File: src/rtl/maxpool2_stream_ctrl_pkg.sv
// Shared types and helpers for the streaming 2x2/stride-2 max-pool controller.
// State encodings are fixed so the frame sequencer can be probed by value.
package maxpool2_stream_ctrl_pkg;

    typedef enum logic [1:0] {
        IDLE     = 2'd0,
        ROW_EVEN = 2'd1,
        ROW_ODD  = 2'd2,
        DRAIN    = 2'd3
    } state_t;

    // Counter width that stays at least one bit for degenerate sizes
    function automatic int cntWidth(input int n);
        return (n > 1) ? $clog2(n) : 1;
    endfunction

endpackage

File: src/rtl/maxpool2_lane_max.sv
// Combinational per-lane signed maximum of two packed pixel words.
// Lanes are independent; on a tie either operand is equal, so b is chosen.
module maxpool2_lane_max #(
    parameter int DATA_WIDTH = 16,
    parameter int Depth      = 1
) (
    input  logic [Depth*DATA_WIDTH-1:0] i_a,
    input  logic [Depth*DATA_WIDTH-1:0] i_b,
    output logic [Depth*DATA_WIDTH-1:0] o_max
);

    always_comb begin
        o_max = '0;
        for (int l = 0; l < Depth; l++) begin
            if ($signed(i_a[l*DATA_WIDTH +: DATA_WIDTH]) > $signed(i_b[l*DATA_WIDTH +: DATA_WIDTH]))
                o_max[l*DATA_WIDTH +: DATA_WIDTH] = i_a[l*DATA_WIDTH +: DATA_WIDTH];
            else
                o_max[l*DATA_WIDTH +: DATA_WIDTH] = i_b[l*DATA_WIDTH +: DATA_WIDTH];
        end
    end

endmodule

File: src/rtl/maxpool2_stream_ctrl.sv
// Streaming 2x2/stride-2 max-pool sequencer: raster pixels in, one pooled pixel per window out.
// Even rows fold horizontal pairs into a half-width line buffer; odd rows finish each window.
module maxpool2_stream_ctrl
    import maxpool2_stream_ctrl_pkg::*;
#(
    parameter int DATA_WIDTH = 16,
    parameter int InputH     = 28,
    parameter int InputW     = 28,
    parameter int Depth      = 1
) (
    input  logic                        i_clk,
    input  logic                        i_rst_n,
    input  logic                        i_start,
    input  logic                        i_in_valid,
    output logic                        o_in_ready,
    input  logic [Depth*DATA_WIDTH-1:0] i_in_data,
    output logic                        o_out_valid,
    input  logic                        i_out_ready,
    output logic [Depth*DATA_WIDTH-1:0] o_out_data,
    output logic                        o_busy,
    output logic                        o_frame_done
);

    localparam int PW    = Depth * DATA_WIDTH;
    localparam int CW    = cntWidth(InputW);
    localparam int RW    = cntWidth(InputH);
    localparam int HalfW = InputW / 2;
    localparam int LW    = cntWidth(HalfW);

    if ((InputH % 2) != 0) begin : g_oddH
        $error("maxpool2_stream_ctrl: InputH must be even");
    end
    if ((InputW % 2) != 0) begin : g_oddW
        $error("maxpool2_stream_ctrl: InputW must be even");
    end

    state_t          r_state;
    state_t          w_nextState;
    logic [CW-1:0]   r_col;
    logic [RW-1:0]   r_row;
    logic [PW-1:0]   r_pair;
    logic [PW-1:0]   r_outData;
    logic            r_outValid;
    logic [PW-1:0]   r_lineBuf [HalfW];

    logic            w_inReady;
    logic            w_inFire;
    logic            w_outFire;
    logic            w_lastCol;
    logic            w_lastRow;
    logic [LW-1:0]   w_lbIdx;
    logic [PW-1:0]   w_lbRd;
    logic [PW-1:0]   w_pairMax;
    logic [PW-1:0]   w_winMax;

    // Input stalls while a finished window is still waiting on the consumer
    assign w_inReady = ((r_state == ROW_EVEN) || (r_state == ROW_ODD)) && (!r_outValid || i_out_ready);
    assign w_inFire  = i_in_valid && w_inReady;
    assign w_outFire = r_outValid && i_out_ready;
    assign w_lastCol = (r_col == CW'(InputW - 1));
    assign w_lastRow = (r_row == RW'(InputH - 1));
    assign w_lbIdx   = LW'(r_col >> 1);
    assign w_lbRd    = r_lineBuf[w_lbIdx];

    maxpool2_lane_max #(.DATA_WIDTH(DATA_WIDTH), .Depth(Depth)) u_pairMax (
        .i_a   (r_pair),
        .i_b   (i_in_data),
        .o_max (w_pairMax)
    );

    maxpool2_lane_max #(.DATA_WIDTH(DATA_WIDTH), .Depth(Depth)) u_winMax (
        .i_a   (w_pairMax),
        .i_b   (w_lbRd),
        .o_max (w_winMax)
    );

    always_ff @(posedge i_clk or negedge i_rst_n) begin
        if (!i_rst_n) r_state <= IDLE;
        else          r_state <= w_nextState;
    end

    always_comb begin
        w_nextState = r_state;
        case (r_state)
            IDLE:     if (i_start) w_nextState = ROW_EVEN;
            ROW_EVEN: if (w_inFire && w_lastCol) w_nextState = ROW_ODD;
            ROW_ODD:  if (w_inFire && w_lastCol) w_nextState = w_lastRow ? DRAIN : ROW_EVEN;
            DRAIN:    if (w_outFire) w_nextState = IDLE;
            default:  w_nextState = IDLE;
        endcase
    end

    always_ff @(posedge i_clk or negedge i_rst_n) begin
        if (!i_rst_n) begin
            r_col <= '0;
            r_row <= '0;
        end else if (w_inFire) begin
            if (w_lastCol) begin
                r_col <= '0;
                r_row <= w_lastRow ? '0 : r_row + 1'b1;
            end else begin
                r_col <= r_col + 1'b1;
            end
        end
    end

    always_ff @(posedge i_clk or negedge i_rst_n) begin
        if (!i_rst_n)                 r_pair <= '0;
        else if (w_inFire && !r_col[0]) r_pair <= i_in_data;
    end

    // Line buffer holds no reset; every entry is rewritten on each even row before it is read
    always_ff @(posedge i_clk) begin
        if (w_inFire && r_col[0] && (r_state == ROW_EVEN))
            r_lineBuf[w_lbIdx] <= w_pairMax;
    end

    always_ff @(posedge i_clk or negedge i_rst_n) begin
        if (!i_rst_n) begin
            r_outData  <= '0;
            r_outValid <= 1'b0;
        end else if (w_inFire && r_col[0] && (r_state == ROW_ODD)) begin
            r_outData  <= w_winMax;
            r_outValid <= 1'b1;
        end else if (w_outFire) begin
            r_outValid <= 1'b0;
        end
    end

    assign o_in_ready   = w_inReady;
    assign o_out_valid  = r_outValid;
    assign o_out_data   = r_outData;
    assign o_busy       = (r_state != IDLE);
    assign o_frame_done = (r_state == DRAIN) && w_outFire;

endmodule
File: config.mk
export PLATFORM = sky130hd
export DESIGN_NAME = maxpool2_stream_ctrl
export DESIGN_NICKNAME = d
export VERILOG_FILES = /design/src/rtl/maxpool2_stream_ctrl_pkg.sv /design/src/rtl/maxpool2_lane_max.sv /design/src/rtl/maxpool2_stream_ctrl.sv
export SDC_FILE = /design/constraint.sdc
export NUM_CORES = 1
export LEC_CHECK = 0
export BUFFER_PORTS_ARGS = -buffer_cell sky130_fd_sc_hd__buf_2
export CAP_MARGIN = 15
export CORE_MARGIN = 1
export CORE_UTILIZATION = 35
export CTS_CLUSTER_SIZE = 30
export DETAILED_ROUTE_END_ITERATION = 7
export PLACE_DENSITY_LB_ADDON = 0.2
export SETUP_SLACK_MARGIN = 0.4
export SLEW_MARGIN = 0
export SYNTH_ARGS = -nofsm -noshare
export SYNTH_HDL_FRONTEND = slang
export SYNTH_SLANG_ARGS = --single-unit
File: constraint.sdc
create_clock -name i_clk -period 7 [get_ports i_clk]
set_clock_uncertainty 0.1 [all_clocks]
set_input_delay 1.4 -clock i_clk [delete_from_list [all_inputs] [get_ports i_clk]]
set_output_delay 1.4 -clock i_clk [all_outputs]
set_load 0.02 [all_outputs]
==> metrics.txt, run 1 <==
die area=34,000 sq um; post-synthesis cell area=around 12,000 sq um; sw frac=36.1%; fin crit share=88.4%; GRT Util Overall=between 10% and 20%; depth of the CTS H-tree=1; Reg area=7860 sq um; synthesis-to-layout area growth=14.9%; CP Class=input port to register; ANT cells=0; Logic pwr share=36.6%; Fill cells=3,014; Async SR Flop Fraction=16.7%; postcts setup bufs=0; number of flops mapped to enable cells by yosys=224; CTS Hold Bufs=0; crit path DAT=6.54 ns; final WL=25,900 um; deepest clock path buffer count=3; CTS clock-pin slew for the worst setup and hold paths=roughly 0.06 ns; die width=approximately 180 um; FP Rows=66; first-pass GRT wire length=39,800 um; # resized after CTS=0; fmax=0.162 GHz; TNS Setup=0 ns; Flop pwr share=39.5%; Die Ht=184 um; TritonCTS Buffers=28; count of state elements after synthesis=269; total chip power=5.95 mW; syn avg cell area=15.6 sq um; Max Slew Vio Count=0; outcome=completed; layout net count=between 800 and 900; Hold WC Path Type=register to register; CP required=approximately 7.4 ns; Clk pwr share=23.9%; Setup violations, final=0; Yosys warnings=0; Final Critical Period=between 6 and 7 ns; clk_lat worst skew=0.54 ns; DR vias=6,349; leakage=4.92 nW; Top FF cell, synth=edfxtp_1; initial antenna violation count=0; critical path capture point type=register; RSZ-0062 raised after global routing=no; DRC Markers=0; num ports=41; port buffer count=40; syn_nets=806; VDD IR max=slightly above 0.0002 V; Worst Max-Slew Pin Slew=0.991 ns; Int Power=3.80 mW; total gr overflow=0; gpl congestion=0.787; Core Area=32,600 sq um; Pre-antenna DRT Iters=4; largest net degree at the start of global routing=46; Starting DRT DRC Count=425; Worst setup SP type=input port; initial core utilization=35.7%; Sw Pwr=about 2.1 mW; CTS tree=yes; Root Driver=clkbuf_16; wire per inst=between 20 and 25 um; Vias per Instance=5.00; hold_ws=0.396 ns; vias in the first global route=between 6,000 and 7,000; Sink Count=roughly 270; share of layout cells above drive strength 1=a little over a fifth; power per cell area=444 nW/um^2; antenna viol nets, final=0; Final HPWL DP=16,400 um; area of the multi-input gates=3550 sq um; Seq/Total Area, Yosys=67.4%; post-synthesis cell count=around 750; Final Hold Fails=0; Max Cap Violations=0; crit-path max FO=16; Netlist cell types=45; headroom to the max-slew limit=about a third
==> critical path, stage by stage <==
cell and delay (ns):
buf_2 0.09, inv_1 0.04, ha_1 0.30, a21o_1 0.18, a21o_1 0.17, a2111o_1 0.41
a211o_1 0.32, mux2i_4 0.40, buf_4 0.28, mux2i_1 0.30, inv_1 0.28, ha_1 0.41
nand4_1 0.17, a2111oi_0 0.56, a21oi_1 0.17, a221oi_4 0.32, nand4_2 0.42, o21ai_0 0.30
==> power groups by stage <==
stage | logic, mW | clock network (mW) | registers (mW)
final | 2.18 | 1.42 | 2.35
after global routing | 2.43 | 1.51 | 2.38
after CTS | 2.20 | 1.45 | 2.36
after global placement | 2.18 | 0 | 2.39
after floorplan | 1.60 | 0 | 2.30
after detailed placement | 2.20 | 0 | 2.39
==> cell families after synthesis <==
kind of cell             synth area share [%]
multiplexers                             13.9
flip-flops                               67.4
AO/OA/AOI/OAI                            6.23
AND/OR/NAND/NOR                          5.76
buffers and inverters                    2.48
adder cells (fa/ha/maj)                  4.19
==> Yosys cell counts, drive strengths merged (10+ instances only) <==
cell	count	area, sq um
edfxtp	224	6730
a21oi	43	215
dfrtp	45	1130
o21ai	41	205
inv	37	139
nand2	58	218
ha	39	488
buf	10	56.3
mux2i	47	483
o31a	15	131
mux4	49	1100
nand4	10	68.8
clkbuf	25	93.8
nor2	46	173
==> registers in the layout (all words and copies together) (netlist names) <==
signal,flops
r_lineBuf,224
o_out_data,16
r_pair,16
r_col,5
r_row,5
r_state,2
o_out_valid,1
==> layout make-up <==
class,instances,area share [%]
sequential,269,58.7
multi-input combinational,405,26.5
clock buffer,37,5.49
tap,442,4.13
timing repair buffer,65,3.05
clock inverter,15,1.05
inverter,37,1.04
==> final timing paths <==
path	start	end	slack, ns	depth (start not counted)
max	i_in_data[13]	o_out_data[4]$_DFFE_PN0P_	0.81	18
min	r_row[4]$_DFFE_PN0P_	r_row[4]$_DFFE_PN0P_	0.40	1
max reg2reg	r_pair[13]$_DFFE_PN0P_	o_out_data[4]$_DFFE_PN0P_	1.41	16
min reg2reg	r_row[4]$_DFFE_PN0P_	r_row[4]$_DFFE_PN0P_	0.40	1
max in group asynchronous	i_rst_n	r_col[1]$_DFFE_PN0P_	5.50	2
min in group asynchronous	i_rst_n	r_row[2]$_DFFE_PN0P_	0.85	2
==> metal layers <==
| metal | global-route usage (%) | part of all wire (%) | wire (um) |
|---|---|---|---|
| met1 | 22.5 | 47 | 12200 |
| met2 | 25.5 | 48 | 12300 |
| met3 | 2.11 | 3.3 | 850 |
| met4 | 3.60 | 2.0 | 508 |
| met5 | 0 | 0 | 0 |
==> stage by stage <==
step	area [sq um]	setup WS, ns	cells	util [%]
after floorplan	11600	1.02	746	-
after global placement	12500	0.398	1217	38.3
after detailed placement	12500	0.271	1217	38.3
after CTS	13400	0.818	1269	41.0
after global routing	13400	0.491	1270	41.0
final	13400	0.812	1270	41.0
==> placed cells by master (no fill, tap or decap), types with 4 or more instances in the layout <==
cell and instances:
nor2_2 10, a21oi_1 43, inv_1 37, nand2b_1 6, nor2_1 36, a21o_1 6, mux2i_1 46, nor3_2 4
clkbuf_16 28, nor4_1 4, clkinv_2 6, clkbuf_1 9, buf_4 23, o21ai_0 26, o31a_1 15, nand4_1 9
edfxtp_1 224, mux4_2 49, nand2_1 58, buf_2 40, ha_1 39, nand3_1 6, o21ai_1 15, dfrtp_1 42
Note: power is estimated with default switching activity, not from simulation.
==> run 2: changes to the inputs <==
Settings changed: ABC_AREA set to 1, CORE_ASPECT_RATIO set to 0.7, CORE_MARGIN 1 to 2.
==> run 2 against run 1 <==
Against the previous run:
- global-route usage increased by 2.3 points
- first-iteration DRC count rose by 110%
- area after synthesis barely moved
- power is 6.2% higher
- sequential cell count did not move
- highest routed layer unchanged
- cell count is 15% higher
- register-to-register slack improved by 0.39 ns
- critical path depth up 2
- worst hold slack worse by 0.0072 ns
- critical path type unchanged
- wire length up 20%
- cell area decreased by 1.4%
==> metrics.txt, run 2 <==
outcome=completed; post-route insts no fill=1,466 (+15%); deepest clock path buffer count=3 (unchanged); Vias per Instance=5.17 (+3.5%); Crit. Startpoint=i_in_data[15]; post-synthesis cell count=969 (+30%); most common cell in the synthesized netlist=nand2_1; RSZ-0062 raised after global routing=no; syn avg cell area=12.0 sq um (-23%); top post-synthesis cells by count=nand2_1 (226), edfxtp_1 (224), a22oi_1 (91); Hold WC Path Type=register to register; Post-Place Cells=1,420 (+17%); DRC Markers=0 (unchanged); # resized after CTS=0 (unchanged); Final Hold Fails=0 (unchanged); crit-path max FO=17 (+1); CTS Hold Bufs=0 (unchanged); Clk pwr share=21.9% (-2.0 points); sw frac=41.4% (+5.4 points); initial core utilization=35.8% (+0.060 points); r2r startpoint=r_pair[15]$_DFFE_PN0P_; Top reg by flops=r_lineBuf; Fill cells=3,111 (+3.2%); headroom to the max-slew limit=24.7% (-9.2 points); number of flops mapped to enable cells by yosys=224 (unchanged); initial antenna violation count=0 (unchanged); Yosys warnings=0 (unchanged); final WL=31,200 um (+20%); CP required=7.32 ns (-0.03 ns); Int Power=3.70 mW (-2.8%); ANT cells=0 (unchanged); largest area contributor in the netlist=edfxtp_1; CTS tree=yes; gpl congestion=0.828 (+5.2%); Die Ht=157 um (-15%); Top FF cell, synth=edfxtp_1; Root Driver=clkbuf_16; Sw Pwr=2.62 mW (+22%); min-delay src=o_out_data[15]$_DFFE_PN0P_; met2 GRT Util=24.9% (-0.65 points); leakage=5.14 nW (+4.4%); max reg flops=224 (unchanged); layout net count=1,080 (+25%); clk_lat worst skew=0.55 ns (about the same); Seq/Total Area, Yosys=67.5% (about the same); GRT Max-Usage Layer=met1; Pre-antenna DRT Iters=5 (+1); Worst setup SP type=input port; count of state elements after synthesis=269 (unchanged); synthesis-to-layout area growth=13.4%; most frequent cells in the layout=nand2_1 (226), edfxtp_1 (224), a22oi_1 (91); GRT Util Overall=18.0% (+2.3 points); FP Rows=55 (-17%); vias in the first global route=7,241 (+10%); CTS clock-pin slew for the worst setup and hold paths=0.06 ns (about the same); TritonCTS Buffers=25 (-11%); area share of the largest cell type after synthesis=57.8% (about the same); met3 Track Usage GR=2.95% (+0.83 points); TNS Setup=0 ns (unchanged); Logic pwr share=41.8% (+5.2 points); post-synthesis cell area=11,600 sq um (about the same); die width=222 um (+20%); first-pass GRT wire length=46,900 um (+18%); power per cell area=478 nW/um^2 (+7.6%); Starting DRT DRC Count=875 (+110%); Async SR Flop Fraction=16.7% (unchanged); most common cell after layout, fill and taps aside=nand2_1; largest net degree at the start of global routing=50 (+8.7%); Netlist cell types=34 (-24%); Max Slew Vio Count=0 (unchanged); port buffer count=40 (unchanged); VDD IR max=0.000182 V (-12%); Sink Count=269 (unchanged); Core Area=32,600 sq um (-0.21%); Final Critical Period=5.80 ns (-0.393 ns); Flop pwr share=36.3% (-3.2 points); fmax=0.173 GHz (+6.8%); fin crit share=82.8% (-5.6 points); crit path DAT=6.12 ns (-0.42 ns); Final HPWL DP=19,100 um (+16%); wire per inst=21.3 um (+4.2%); met1 usage=29.5% (+7.0 points); share of layout cells above drive strength 1=13.8% (-7.7 points); Worst Max-Slew Pin Slew=1.13 ns (+0.137 ns); critical path capture point type=register; CP Class=input port to register; num ports=41 (unchanged); postcts setup bufs=0 (unchanged); die area=34,800 sq um (+2.2%); depth of the CTS H-tree=1 (unchanged); ranking of synthesized cells by area=edfxtp_1 (58%), dfrtp_1 (9.7%), nand2_1 (7.3%); total gr overflow=0 (unchanged); Max Cap Violations=0 (unchanged); antenna viol nets, final=0 (unchanged); Setup violations, final=0 (unchanged); syn_nets=1,029 (+28%); DR vias=7,582 (+19%)
## run 2: changes by cell type after synthesis, sizes merged, moves of 18 or more
cell | before | now
a22oi | 0 | 96
inv | 37 | 58
mux2i | 47 | 0
mux4 | 49 | 0
nand2 | 58 | 228
nand3 | 6 | 24
nor2 | 46 | 71
nor3 | 7 | 36
## run 2: path summary, 6_finish.rpt
| kind | cells after the start | end | slack, ns |
|---|---|---|---|
| worst max-delay path | 20 | o_out_data[15]$_DFFE_PN0P_ | 1.20 |
| worst min-delay path | 2 | o_out_data[15]$_DFFE_PN0P_ | 0.39 |
| worst max register to register | 18 | o_out_data[15]$_DFFE_PN0P_ | 1.80 |
| worst min register to register | 2 | o_out_data[15]$_DFFE_PN0P_ | 0.39 |
| max in group asynchronous | 2 | o_out_data[2]$_DFFE_PN0P_ | 5.49 |
| min in group asynchronous | 2 | r_row[1]$_DFFE_PN0P_ | 0.87 |
## run 2: worst max-delay path, stage by stage
cell,delay (ns)
buf_2,0.09
inv_1,0.05
ha_1,0.40
nand2_1,0.17
o21ai_0,0.38
a21oi_1,0.12
nand3_2,0.29
nand3_2,0.42
nand2_1,0.22
nand2_1,0.37
ha_1,0.44
nand2_1,0.08
o21ai_0,0.40
a21oi_1,0.16
nand3_1,0.13
nand3_2,0.34
inv_2,0.41
nand3_1,0.13
nand2_1,0.07
nand2_1,0.04
## run 2: final cells by class
cell class / instances / area, sq um / share of cell area [%]
Multi-Input combinational cell: 602 / 3390 / 25.7
Clock inverter: 12 / 135 / 1.02
Inverter: 58 / 218 / 1.65
Clock buffer: 34 / 669 / 5.07
Timing Repair Buffer: 64 / 400 / 3.03
Tap cell: 427 / 534 / 4.05
Sequential cell: 269 / 7850 / 59.5
## run 2: through the flow
stage               hold slack [ns]  area [sq um]  setup WS [ns]  power (mW)  utilization (%)
global route                  0.417         13200          0.850        6.73             40.6
floorplan                     0.379         11600           2.41        4.09                -
global placement              0.375         12400          0.853        4.91             38.0
detailed placement            0.379         12400          0.822        4.94             38.1
finish                        0.389         13200           1.20        6.31             40.6
CTS                           0.396         13200           1.39        6.32             40.6
## run 2: per-layer routing
metal | wire (um) | up-vias
met5 | 0 | -
met4 | 342 | 0
met3 | 1650 | 30
met2 | 12700 | 219
met1 | 16500 | 3729
li1 | - | 3604
## run 2: power by group through the flow
stage          registers [mW]  logic [mW]  clock network (mW)
3_3_place_gp             2.33        2.58                   0
2_1_floorplan            2.33        1.76                   0
6_report                 2.29        2.64                1.38
3_5_place_dp             2.32        2.61                   0
4_1_cts                  2.29        2.62                1.40
5_1_grt                  2.31        2.95                1.46
## run 2: kinds of logic (layout without fill, tap and decap cells)
logic type      after synthesis  after routing  share of synthesized area, %
simple gates                381            381                          14.4
buf+inv                      98            168                          3.71
flops                       269            269                          67.5
fa+ha+maj                    39             39                          4.19
compound gates              182            182                          10.3
==> run 3: changes to the inputs <==
Settings changed: ABC_AREA 1 to 0.
Clock period 7 ns to 4.98 ns, I/O delays scaled along.
==> run 3 against run 2 <==
Against the previous run:
- register-to-register slack got worse by 1.5 ns
- non-clock buffer count is 55 higher
- via count decreased by 12%
- sequential power is 42% higher
- setup slack got worse by 0.97 ns
- core utilization rose by 3.3 points
- highest routed layer unchanged
- cell count fell by 11%
- first-iteration DRC count is 44% lower
- count of clock-buffer cells in the layout is 5 lower
- wire length down 14%
==> metrics.txt, run 3 (same netlist as run 1, synthesis figures left out) <==
outcome=completed; critical path capture point type=register; final setup margin=0.236 ns (-0.969 ns); most common cell after layout, fill and taps aside=edfxtp_1; Root Driver=clkbuf_16; CP required=5.30 ns (-2.02 ns); initial core utilization=35.8% (about the same); layout net count=918 (-15%); RSZ-0062 raised after global routing=yes; TNS Setup=0 ns (unchanged); Final HPWL DP=17,700 um (-7.5%); Hold WC Path Type=register to register; synthesis-to-layout area growth=22.5%; area of the multi-input gates=4020 sq um (+18%); Die Ht=157 um (about the same); clk_lat worst skew=0.55 ns (about the same); Core Area=32,600 sq um (unchanged); max reg flops=224 (unchanged); CTS Hold Bufs=0 (unchanged); depth of the CTS H-tree=1 (unchanged); r2r startpoint=r_pair[13]$_DFFE_PN0P_; FP Rows=55 (unchanged); DR vias=6,665 (-12%); Max Cap Violations=0 (unchanged); leakage=5.19 nW (+0.98%); Reg area=7860 sq um (about the same); Pre-antenna DRT Iters=5 (unchanged); Worst setup SP type=input port; Sink Count=269 (unchanged); largest net degree at the start of global routing=59 (+18%); VDD IR max=0.000309 V (+70%); CTS clock-pin slew for the worst setup and hold paths=0.07 ns (about the same); wire per inst=20.6 um (-2.9%); gpl congestion=0.771 (-6.9%); initial antenna violation count=0 (unchanged); first-pass GRT wire length=40,800 um (-13%); final instance area=14,300 sq um (+8.0%); fin crit share=95.3%; crit-path max FO=8 (-9); deepest clock path buffer count=3 (unchanged); total chip power=9.12 mW (+45%); total gr overflow=0 (unchanged); hold_ws=0.389 ns (+0.000509 ns); dpl ws=-0.700 ns (-1.52 ns); hold path depth=1 (-1); die width=222 um (about the same); Setup violations, final=0 (unchanged); power per cell area=640 nW/um^2 (+34%); worst flop-to-flop path endpoint=o_out_data[0]$_DFFE_PN0P_; Final Critical Period=between 4 and 5 ns; R2R depth=18 (unchanged); port buffer count=40 (unchanged); crit path DAT=5.07 ns (-1.05 ns); most frequent cells in the layout=edfxtp_1 (224), buf_4 (66), nand2_1 (57); GRT Util Overall=15.6% (-2.4 points); ANT cells=0 (unchanged); Fill cells=2,877 (-7.5%); CTS tree=yes; headroom to the max-slew limit=26.2% (+1.5 points); Final Hold Fails=0 (unchanged); CP Class=input port to register; worst stage delay on the critical path=0.39 ns (-0.05 ns); DRC Markers=0 (unchanged); final WL=26,900 um (-14%); Placed Area=13,000 sq um (+5.2%); TritonCTS Buffers=26 (+4.0%); Starting DRT DRC Count=488 (-44%); min-delay src=r_row[4]$_DFFE_PN0P_; Max Slew Vio Count=0 (unchanged); fmax=0.211 GHz; Worst Max-Slew Pin Slew=1.11 ns (-0.0211 ns); share of layout cells above drive strength 1=33.5% (+20 points); crit path max-delay cell type=or3b_4; num ports=41 (unchanged); Top reg by flops=r_lineBuf; crit-path cells=buf_12, inv_12, ha_4, a21o_1, a21o_1, a2111o_1, a211o_1, mux2i_4, buf_12, mux2i_2, inv_1, ha_1, nand4_1, nor2_1, a21oi_1, or3b_4, a221oi_4, buf_6, a2bb2oi_1, o21ai_1; vias in the first global route=6,521 (-9.9%); Worst R2R Setup Slack=0.31 ns (-1.49 ns); Endpoint, Worst Hold=r_row[4]$_DFFE_PN0P_; antenna viol nets, final=0 (unchanged); die area=34,800 sq um (about the same); Vias per Instance=5.11 (-1.2%)
-- run 3: cell types whose count changed in the layout (fill, tap and decap cells not counted), moves of 15 or more --
cell | before | now
ha_4 | 0 | 15
nand3_1 | 21 | 6
buf_4 | 23 | 66
nand2_1 | 226 | 57
ha_1 | 39 | 23
mux2i_1 | 0 | 32
mux4_2 | 0 | 49
o31a_1 | 0 | 15
a22oi_1 | 91 | 0
nor2_1 | 58 | 37
nor3_1 | 20 | 2
inv_1 | 53 | 24
-- run 3: routing by layer --
metal	vias to the layer above	share of wire [%]	GRT usage, %	wire [um]
met5	-	0	0	0
met4	0	1.0	2.16	280
met3	26	4.1	2.67	1090
met2	121	42	21.8	11300
met1	3415	53	25.4	14300
li1	3103	-	-	-
-- run 3: final cells by class --
cell class / instances / area share, %
Inverter: 37 / 1.08
Multi-Input combinational cell: 405 / 28.1
Clock buffer: 29 / 4.64
Sequential cell: 269 / 55.1
Clock inverter: 18 / 0.702
Timing Repair Buffer: 119 / 6.59
Tap cell: 427 / 3.75
-- run 3: critical path, delay by kind of cell --
kind	cells	cell delay (ns)
AO/OA/AOI/OAI	8	1.73
buffers and inverters	5	0.65
AND/OR/NAND/NOR	3	0.64
multiplexers	2	0.54
adder cells (fa/ha/maj)	2	0.50
-- run 3: worst max path at each step --
stage / from / to / slack, ns
after floorplan: i_in_data[13] / o_out_data[0]$_DFFE_PN0P_ / -0.15
after global placement: i_in_data[13] / o_out_data[0]$_DFFE_PN0P_ / -0.63
after detailed placement: i_in_data[13] / o_out_data[0]$_DFFE_PN0P_ / -0.70
after CTS: i_in_data[13] / o_out_data[0]$_DFFE_PN0P_ / 0.28
after global routing: i_in_data[14] / o_out_data[0]$_DFFE_PN0P_ / 0.05
final: i_in_data[13] / o_out_data[0]$_DFFE_PN0P_ / 0.24
-- run 3: report_power, final --
group	internal, mW	switching (mW)
Combinational	1.81	2.26
Sequential	3.01	0.244
Clock	0.958	0.841
-- run 3: stage by stage --
stage                     instances  util (%)
after floorplan                 746         -
after global placement         1248      40.1
after detailed placement       1248      40.1
after CTS                      1301      43.0
after global routing           1304      43.8
final                          1304      43.8
-- run 3: what timing repair did --
item / in CTS / in global routing
setup buffers: 6 / 2
setup endpoints to repair: 16 / 16
cloned: 0 / 0
pin swaps: 12 / 9
resized for setup: 30 / 40
